File: src/rtl/ecg_pkg.sv
// ecg_pkg: definitions shared by the ECG frame sequencer slice.
//   - seq_state_t  : sequencer FSM state type and its fixed encodings
//   - CORE_ST_*    : ECG_Top FSM states in which the core consumes x_in
//   - ECG_N / ECG_FRAME_LEN : default sample width and frame length
//   - is_feed_state(): true when the core state consumes a sample
package ecg_pkg;

    localparam int ECG_N         = 16;
    localparam int ECG_FRAME_LEN = 66;

    typedef enum logic [2:0] {
        ST_FILL  = 3'd0,
        ST_START = 3'd1,
        ST_RUN   = 3'd2,
        ST_OUT   = 3'd3,
        ST_CRST  = 3'd4
    } seq_state_t;

    // Core states that read core_xin on the next rising edge.
    localparam logic [3:0] CORE_ST_FEED_A = 4'd1;
    localparam logic [3:0] CORE_ST_FEED_B = 4'd3;
    localparam logic [3:0] CORE_ST_FEED_C = 4'd4;

    function automatic logic is_feed_state(input logic [3:0] st);
        return (st == CORE_ST_FEED_A) || (st == CORE_ST_FEED_B) ||
               (st == CORE_ST_FEED_C);
    endfunction

endpackage

File: src/rtl/ecg_frame_sequencer_if.sv
// ecg_frame_sequencer_if: sample-in and result-out handshakes of the
// ECG frame sequencer.
//   s_valid/s_ready/s_data             : sample stream into the sequencer
//   res_valid/res_ready/res_data/
//   res_frame/res_err                  : detection result out of the sequencer
// Modports: slave = the sequencer, master = the front end / result sink.
interface ecg_frame_sequencer_if #(
    parameter int N = 16
);
    logic                s_valid;
    logic                s_ready;
    logic signed [N-1:0] s_data;

    logic                res_valid;
    logic                res_ready;
    logic signed [N-1:0] res_data;
    logic [7:0]          res_frame;
    logic                res_err;

    modport slave (
        input  s_valid, s_data, res_ready,
        output s_ready, res_valid, res_data, res_frame, res_err
    );

    modport master (
        output s_valid, s_data, res_ready,
        input  s_ready, res_valid, res_data, res_frame, res_err
    );
endinterface

File: src/rtl/ecg_frame_buf.sv
// ecg_frame_buf: one-frame sample store, FRAME_LEN x N.
//   clk   : write clock
//   we    : write enable, waddr/wdata written on the rising edge
//   raddr : asynchronous read address, rdata follows combinationally
// Holds data only, so it carries no reset.
module ecg_frame_buf
    import ecg_pkg::*;
#(
    parameter int N         = ECG_N,
    parameter int FRAME_LEN = ECG_FRAME_LEN,
    parameter int AW        = $clog2(ECG_FRAME_LEN)
) (
    input  logic                clk,
    input  logic                we,
    input  logic [AW-1:0]       waddr,
    input  logic signed [N-1:0] wdata,
    input  logic [AW-1:0]       raddr,
    output logic signed [N-1:0] rdata
);

    logic signed [N-1:0] mem [FRAME_LEN];

    always_ff @(posedge clk) begin
        if (we) begin
            mem[waddr] <= wdata;
        end
    end

    assign rdata = mem[raddr];

endmodule

File: src/rtl/ecg_frame_sequencer.sv
// ecg_frame_sequencer: sequences the ECG CNN core over a sample stream.
// Buffers one frame, pulses core_start, feeds samples while the core is in
// an input-consuming state, captures detection_out on core_done, hands the
// result out, then holds the core in reset for RST_CYCLES before refilling.
//
// Ports:
//   clk, rst        : clock, synchronous active-high reset
//   sif (slave)     : s_valid/s_ready/s_data sample input,
//                     res_valid/res_ready/res_data/res_frame/res_err result
//   cfg_win         : weight, latched into core_win at frame start
//   core_start      : one-cycle start pulse to the core
//   core_rst        : core reset (rst OR post-frame reset window)
//   core_xin        : sample to the core, zero outside feed states
//   core_win        : latched weight to the core
//   core_state      : core FSM state
//   core_done       : core finished
//   core_out        : core detection_out
//   seq_state       : sequencer state, debug only
//
// Build option: define ECG_SEQ_TIMEOUT_EN to add a RUN watchdog that
// terminates a frame after TIMEOUT_CYCLES with res_err=1 and res_data=0.
module ecg_frame_sequencer
    import ecg_pkg::*;
#(
    parameter int N              = ECG_N,
    parameter int FRAME_LEN      = ECG_FRAME_LEN,
    parameter int RST_CYCLES     = 2,
    parameter int TIMEOUT_CYCLES = 4096
) (
    input  logic                  clk,
    input  logic                  rst,
    ecg_frame_sequencer_if.slave  sif,
    input  logic signed [N-1:0]   cfg_win,
    output logic                  core_start,
    output logic                  core_rst,
    output logic signed [N-1:0]   core_xin,
    output logic signed [N-1:0]   core_win,
    input  logic [3:0]            core_state,
    input  logic                  core_done,
    input  logic signed [N-1:0]   core_out,
    output logic [2:0]            seq_state
);

    localparam int CW = $clog2(FRAME_LEN + 1);
    localparam int AW = (FRAME_LEN > 1) ? $clog2(FRAME_LEN) : 1;
    localparam int RW = (RST_CYCLES > 1) ? $clog2(RST_CYCLES + 1) : 1;

    localparam logic [CW-1:0] LAST_IDX  = CW'(FRAME_LEN - 1);
    localparam logic [CW-1:0] FRAME_END = CW'(FRAME_LEN);
    localparam logic [RW-1:0] RST_LAST  = RW'(RST_CYCLES - 1);

    seq_state_t          state;
    logic [CW-1:0]       wr_cnt;
    logic [CW-1:0]       rd_cnt;
    logic [RW-1:0]       crst_cnt;
    logic [7:0]          frame_id;
    logic signed [N-1:0] res_data_r;
    logic signed [N-1:0] buf_rdata;
    logic                s_fire;
    logic                feed;

`ifdef ECG_SEQ_TIMEOUT_EN
    localparam int WW = $clog2(TIMEOUT_CYCLES + 1);
    localparam logic [WW-1:0] WD_LAST = WW'(TIMEOUT_CYCLES - 1);

    logic [WW-1:0] wdog;
    logic          res_err_r;

    assign sif.res_err = res_err_r;
`else
    // Watchdog not built; the parameter is kept for a uniform interface.
    logic unused_timeout_cfg;
    assign unused_timeout_cfg = (TIMEOUT_CYCLES > 0);
    assign sif.res_err        = 1'b0;
`endif

    assign s_fire = sif.s_valid && (state == ST_FILL);
    assign feed   = (state == ST_RUN) && is_feed_state(core_state);

    assign sif.s_ready   = (state == ST_FILL);
    assign sif.res_valid = (state == ST_OUT);
    assign sif.res_data  = res_data_r;
    assign sif.res_frame = frame_id;
    assign seq_state     = state;

    // Reset the core together with the sequencer, not one cycle later.
    assign core_rst = rst || (state == ST_CRST);

    // Once the frame is exhausted rd_cnt parks at FRAME_LEN and the core
    // is fed zeros for any further input states.
    assign core_xin = (feed && (rd_cnt < FRAME_END)) ? buf_rdata : '0;

    ecg_frame_buf #(
        .N         (N),
        .FRAME_LEN (FRAME_LEN),
        .AW        (AW)
    ) u_buf (
        .clk   (clk),
        .we    (s_fire),
        .waddr (wr_cnt[AW-1:0]),
        .wdata (sif.s_data),
        .raddr (rd_cnt[AW-1:0]),
        .rdata (buf_rdata)
    );

    always_ff @(posedge clk) begin
        if (rst) begin
            state      <= ST_FILL;
            wr_cnt     <= '0;
            rd_cnt     <= '0;
            crst_cnt   <= '0;
            frame_id   <= '0;
            core_start <= 1'b0;
            core_win   <= '0;
            res_data_r <= '0;
`ifdef ECG_SEQ_TIMEOUT_EN
            wdog       <= '0;
            res_err_r  <= 1'b0;
`endif
        end else begin
            core_start <= 1'b0;
            unique case (state)
                ST_FILL: begin
                    if (s_fire) begin
                        wr_cnt <= wr_cnt + CW'(1);
                        if (wr_cnt == LAST_IDX) begin
                            state      <= ST_START;
                            core_start <= 1'b1;
                        end
                    end
                end

                ST_START: begin
                    core_win <= cfg_win;
                    rd_cnt   <= '0;
`ifdef ECG_SEQ_TIMEOUT_EN
                    wdog     <= '0;
`endif
                    state    <= ST_RUN;
                end

                ST_RUN: begin
                    // A feed in the same cycle as core_done still advances.
                    if (feed && (rd_cnt != FRAME_END)) begin
                        rd_cnt <= rd_cnt + CW'(1);
                    end
                    if (core_done) begin
                        res_data_r <= core_out;
`ifdef ECG_SEQ_TIMEOUT_EN
                        res_err_r  <= 1'b0;
`endif
                        state      <= ST_OUT;
                    end
`ifdef ECG_SEQ_TIMEOUT_EN
                    else if (wdog == WD_LAST) begin
                        res_data_r <= '0;
                        res_err_r  <= 1'b1;
                        state      <= ST_OUT;
                    end else begin
                        wdog <= wdog + WW'(1);
                    end
`endif
                end

                ST_OUT: begin
                    if (sif.res_ready) begin
                        frame_id <= frame_id + 8'd1;
                        crst_cnt <= '0;
                        state    <= ST_CRST;
                    end
                end

                ST_CRST: begin
                    if (crst_cnt == RST_LAST) begin
                        wr_cnt <= '0;
                        state  <= ST_FILL;
                    end else begin
                        crst_cnt <= crst_cnt + RW'(1);
                    end
                end

                default: state <= ST_FILL;
            endcase
        end
    end

endmodule

File: src/flat_wrapper.sv
// flat-port wrapper written by rule: the top's interface ports become plain ports
module ecg_frame_sequencer_flat import ecg_pkg::*;
#(
    parameter int N              = ECG_N,
    parameter int FRAME_LEN      = ECG_FRAME_LEN,
    parameter int RST_CYCLES     = 2,
    parameter int TIMEOUT_CYCLES = 4096
)
  (clk, rst, cfg_win, core_start, core_rst, core_xin, core_win, core_state, core_done, core_out, seq_state, sif_s_valid, sif_s_data, sif_res_ready, sif_s_ready, sif_res_valid, sif_res_data, sif_res_frame, sif_res_err);
  ecg_frame_sequencer_if #(.N(N)) sif_i ();
  input  logic clk;
  input  logic rst;
  input  logic signed [N-1:0] cfg_win;
  output logic core_start;
  output logic core_rst;
  output logic signed [N-1:0] core_xin;
  output logic signed [N-1:0] core_win;
  input  logic [3:0] core_state;
  input  logic core_done;
  input  logic signed [N-1:0] core_out;
  output logic [2:0] seq_state;
  input wire logic [$bits(sif_i.s_valid)-1:0] sif_s_valid;
  input wire logic [$bits(sif_i.s_data)-1:0] sif_s_data;
  input wire logic [$bits(sif_i.res_ready)-1:0] sif_res_ready;
  output wire logic [$bits(sif_i.s_ready)-1:0] sif_s_ready;
  output wire logic [$bits(sif_i.res_valid)-1:0] sif_res_valid;
  output wire logic [$bits(sif_i.res_data)-1:0] sif_res_data;
  output wire logic [$bits(sif_i.res_frame)-1:0] sif_res_frame;
  output wire logic [$bits(sif_i.res_err)-1:0] sif_res_err;
  assign sif_i.s_valid = sif_s_valid;
  assign sif_i.s_data = sif_s_data;
  assign sif_i.res_ready = sif_res_ready;
  assign sif_s_ready = sif_i.s_ready;
  assign sif_res_valid = sif_i.res_valid;
  assign sif_res_data = sif_i.res_data;
  assign sif_res_frame = sif_i.res_frame;
  assign sif_res_err = sif_i.res_err;
  ecg_frame_sequencer #(.N(N), .FRAME_LEN(FRAME_LEN), .RST_CYCLES(RST_CYCLES), .TIMEOUT_CYCLES(TIMEOUT_CYCLES)) u_core (.clk(clk), .rst(rst), .sif(sif_i), .cfg_win(cfg_win), .core_start(core_start), .core_rst(core_rst), .core_xin(core_xin), .core_win(core_win), .core_state(core_state), .core_done(core_done), .core_out(core_out), .seq_state(seq_state));
endmodule
File: config.mk
export PLATFORM = sky130hd
export DESIGN_NAME = ecg_frame_sequencer_flat
export DESIGN_NICKNAME = d
export VERILOG_FILES = /design/src/rtl/ecg_pkg.sv /design/src/rtl/ecg_frame_sequencer_if.sv /design/src/rtl/ecg_frame_buf.sv /design/src/rtl/ecg_frame_sequencer.sv /design/src/flat_wrapper.sv
export SDC_FILE = /design/constraint.sdc
export NUM_CORES = 1
export LEC_CHECK = 0
export BUFFER_PORTS_ARGS = -buffer_cell sky130_fd_sc_hd__buf_2
export CORE_UTILIZATION = 30
export CTS_CLUSTER_DIAMETER = 30
export DETAILED_ROUTE_END_ITERATION = 6
export GPL_TIMING_DRIVEN = 1
export SETUP_SLACK_MARGIN = 0.3
export SYNTH_ARGS = -nofsm -noshare
export SYNTH_HDL_FRONTEND = slang
export SYNTH_SLANG_ARGS = --single-unit
File: constraint.sdc
create_clock -name clk -period 6 [get_ports clk]
set_input_delay 0.6 -clock clk [delete_from_list [all_inputs] [get_ports clk]]
set_output_delay 0.6 -clock clk [all_outputs]
set_load 0.1 [all_outputs]
==> out/metrics.cfg <==
[pwr]
peakVddDrop_uv = 304
p_leak_nw = 16.2
pwr_density_cell_nw_per_um2 = 358
p_total_mw = 18.8

[timing]
slew_violations = 0
period_share_pct = 83.1
tightest_slew_ns = 1.27
grt_setup_unrepaired = no
min_period_ns = 4.99
hold_slack_ns = 0.0910
hold_viol_final = 0
maxSlewHeadroom_pct = 15.4
finalSetupViolations = 0
setup_tns_ns = 0
maxClockFrequency_mhz = 201
clock-skew-final_ns = 0.0317

[route]
drtIter0Drc = 2180
drt_wl_total_um = 105000
drtAntennaViolNets = 0
drc = 0
via_per_inst = 4.93
first_pass_iters = 5
vias = 21767
route.detailed.wl_per_inst_um = 23.7

[floorplan]
io_pins = 121
die_x_um = 384
initial_core_util_pct = 30.4
fp-row-count = 139
fp.dieH_um = 384
core_um2 = 144000
die-area_um2 = 148000

[global_routing]
grt-ovfl-total = 0
grt_max_degree = 81
grt.total_usage_pct = 14.2
grt_pass1_vias = 21995
antenna_found_initial = 6
grt_pass1_wl_um = 152000

[synthesis]
postSynth.asyncResetShare_pct = 0
syn_area_um2 = 43900
synth-seq-area-share_pct = 75.3
yosysTopAreaCell = edfxtp_1
ys_ff_latch = 1123
synthDistinctLibCells = 66
synth_edf_count = 1056
syn_area_per_cell_um2 = 20.8
synth_flop_cell = edfxtp_1
yosysWarnings = 0
yosysTopAreaCellShare_pct = 72.3
synthTopCellsByArea = edfxtp_1 (72%), mux4_2 (12%), dfxtp_1 (3.1%)
synthCells = 2107
synth.net_count = 2170

[clocking]
cts_buffers = 161
cts_tree = built
cts.sinks = 1123
cts.clk_slew.worst_paths_ns = 0.06
cts_setup_buffers = 0
post_cts_resized = 0
cts_hold_buffers = 0
clk_latency_ns = 0.77
htreeDepth = 4
clk_path_buf_depth = 3
root_buffer = clkbuf_16

[place]
post_dp_cell_area_um2 = 46800
dpl.cell_count = 4114
io_buffers = 119
hpwl_um = 60500
place_congestion = 0.800

[run]
drv_cap = 0

[worst_hold_path]
hp-class = input port to flop
min_from = cfg_win[8]

[setup_path]
path_delay_family = compound AO/OA/AOI/OAI gates
crit_path_start_kind = flop
crit_fanout = 48
path_buf_inv = 3
slowest_delay_ns = 0.97
end_kind = output port
crit_required_ns = 5.40
slowest_stage = dfxtp_4
critical_path_arrival_ns = 4.39
cp_cell_sequence = inv_2 > and3_1 > a22o_1 > a2111oi_0 > buf_4 > a21boi_1 > buf_2
critical_path_class = flop to output port
r2r_start = u_core.seq_state[2]

[layout]
final_cell_area_um2 = 52400
area_delta_synth_final_pct = 19.3
fin_cells = 4417
drive_gt1_share_pct = 31.0
fin_nets = 2437

[outcome]
status = finished clean

-- cell type report --
class	instances	area (um2)
fillers	13259	92000
flip-flops and latches	1123	33100
multi-input cells	862	9890
clock buffers	180	4210
well taps	1903	2380
repair buffers	219	1430
clock inverters	122	1370
inverters	7	26.3
diodes	1	2.50
-- worst paths after layout --
path | to | slack, ns | depth (start not counted)
max | core_xin[1] | 1.01 | 7
min | u_core.core_win[8] | 0.09 | 3
max reg2reg | u_core.u_buf.mem[24][9] | 2.40 | 6
min reg2reg | u_core.core_win[6] | 0.45 | 2
-- synth_stat cells, types with 5 or more instances --
cell / instances
nor2_1: 117
inv_1: 6
nand3b_1: 5
mux4_1: 25
a211oi_1: 9
o31a_1: 7
nand2_1: 89
and3_1: 9
nand3_1: 16
buf_6: 34
ha_1: 6
nand4_1: 5
dfxtp_1: 67
mux2i_1: 129
clkbuf_8: 5
buf_8: 5
a2111oi_1: 5
a22o_1: 15
edfxtp_1: 1056
o21ai_0: 22
a2111oi_0: 11
a21boi_1: 8
buf_12: 6
buf_4: 20
xor2_1: 10
clkbuf_1: 25
mux4_2: 230
o221ai_1: 16
buf_2: 13
a22oi_1: 9
o22ai_1: 7
nor2b_1: 8
a21oi_1: 58
-- per-layer routing --
layer / track usage [%] / vias to the layer above / wire length (um)
met3: 4.17 / 146 / 9380
met2: 21.1 / 821 / 47700
met4: 4.64 / 8 / 2100
li1: - / 9328 / -
met5: 0 / - / 49
met1: 19.8 / 11464 / 45500
-- state kept, by name (all words and copies together) (netlist names), named ones only --
name and count:
u_core.wr_cnt 7, u_core.core_start 1, u_core.rd_cnt 7, u_core.core_win 16, u_core.sif.res_data 16, u_core.sif.res_frame 8, u_core.crst_cnt 2, u_core.u_buf.mem 1056
u_core.seq_state 3
-- cell usage in the layout (no fill, tap or decap), drive strengths merged, types with 10 or more instances in the layout --
master    Yosys  routed
edfxtp     1056    1056
mux4        255     255
buf          82     219
clkbuf       31     180
mux2i       129     129
nor2        118     118
nand2        90      90
dfxtp        67      67
a21oi        59      59
clkinv        0      49
inv           7      42
o21ai        22      22
clkinvlp      0      20
bufinv        0      18
a2111oi      18      18
nand3        17      17
o221ai       16      16
a22o         15      15
xor2         10      10
a211oi       10      10
-- through the flow --
stage	setup slack (ns)	util (%)
2_1_floorplan	0.862	-
3_3_place_gp	1.77	32.4
3_5_place_dp	1.78	32.4
4_1_cts	0.959	36.3
5_1_grt	0.770	36.3
6_report	1.01	36.3
-- cell families after synthesis --
kind of cell / count (synthesis) / synth area share [%]
mux: 385 / 16.3
simple gates: 280 / 2.86
compound gates: 178 / 2.81
flops: 1123 / 75.3
buf+inv: 122 / 2.33
xor+xnor: 12 / 0.239
fa+ha+maj: 6 / 0.171
other cells: 1 / 0.00854
-- report_power, final --
group / total [mW] / internal, mW / switching (mW)
Sequential: 8.64 / 8.61 / 0.0249
Clock: 9.60 / 5.94 / 3.66
Combinational: 0.534 / 0.119 / 0.416
Total: 18.8 / 14.7 / 4.10
-- worst register-to-register path: cells and delay by family (launching register included) --
family                 cells  cell delay, ns
and+or+nand+nor            5            2.49
DFF                        1            0.41
buffers and inverters      1            0.37
(Power assumes the default switching activity.)
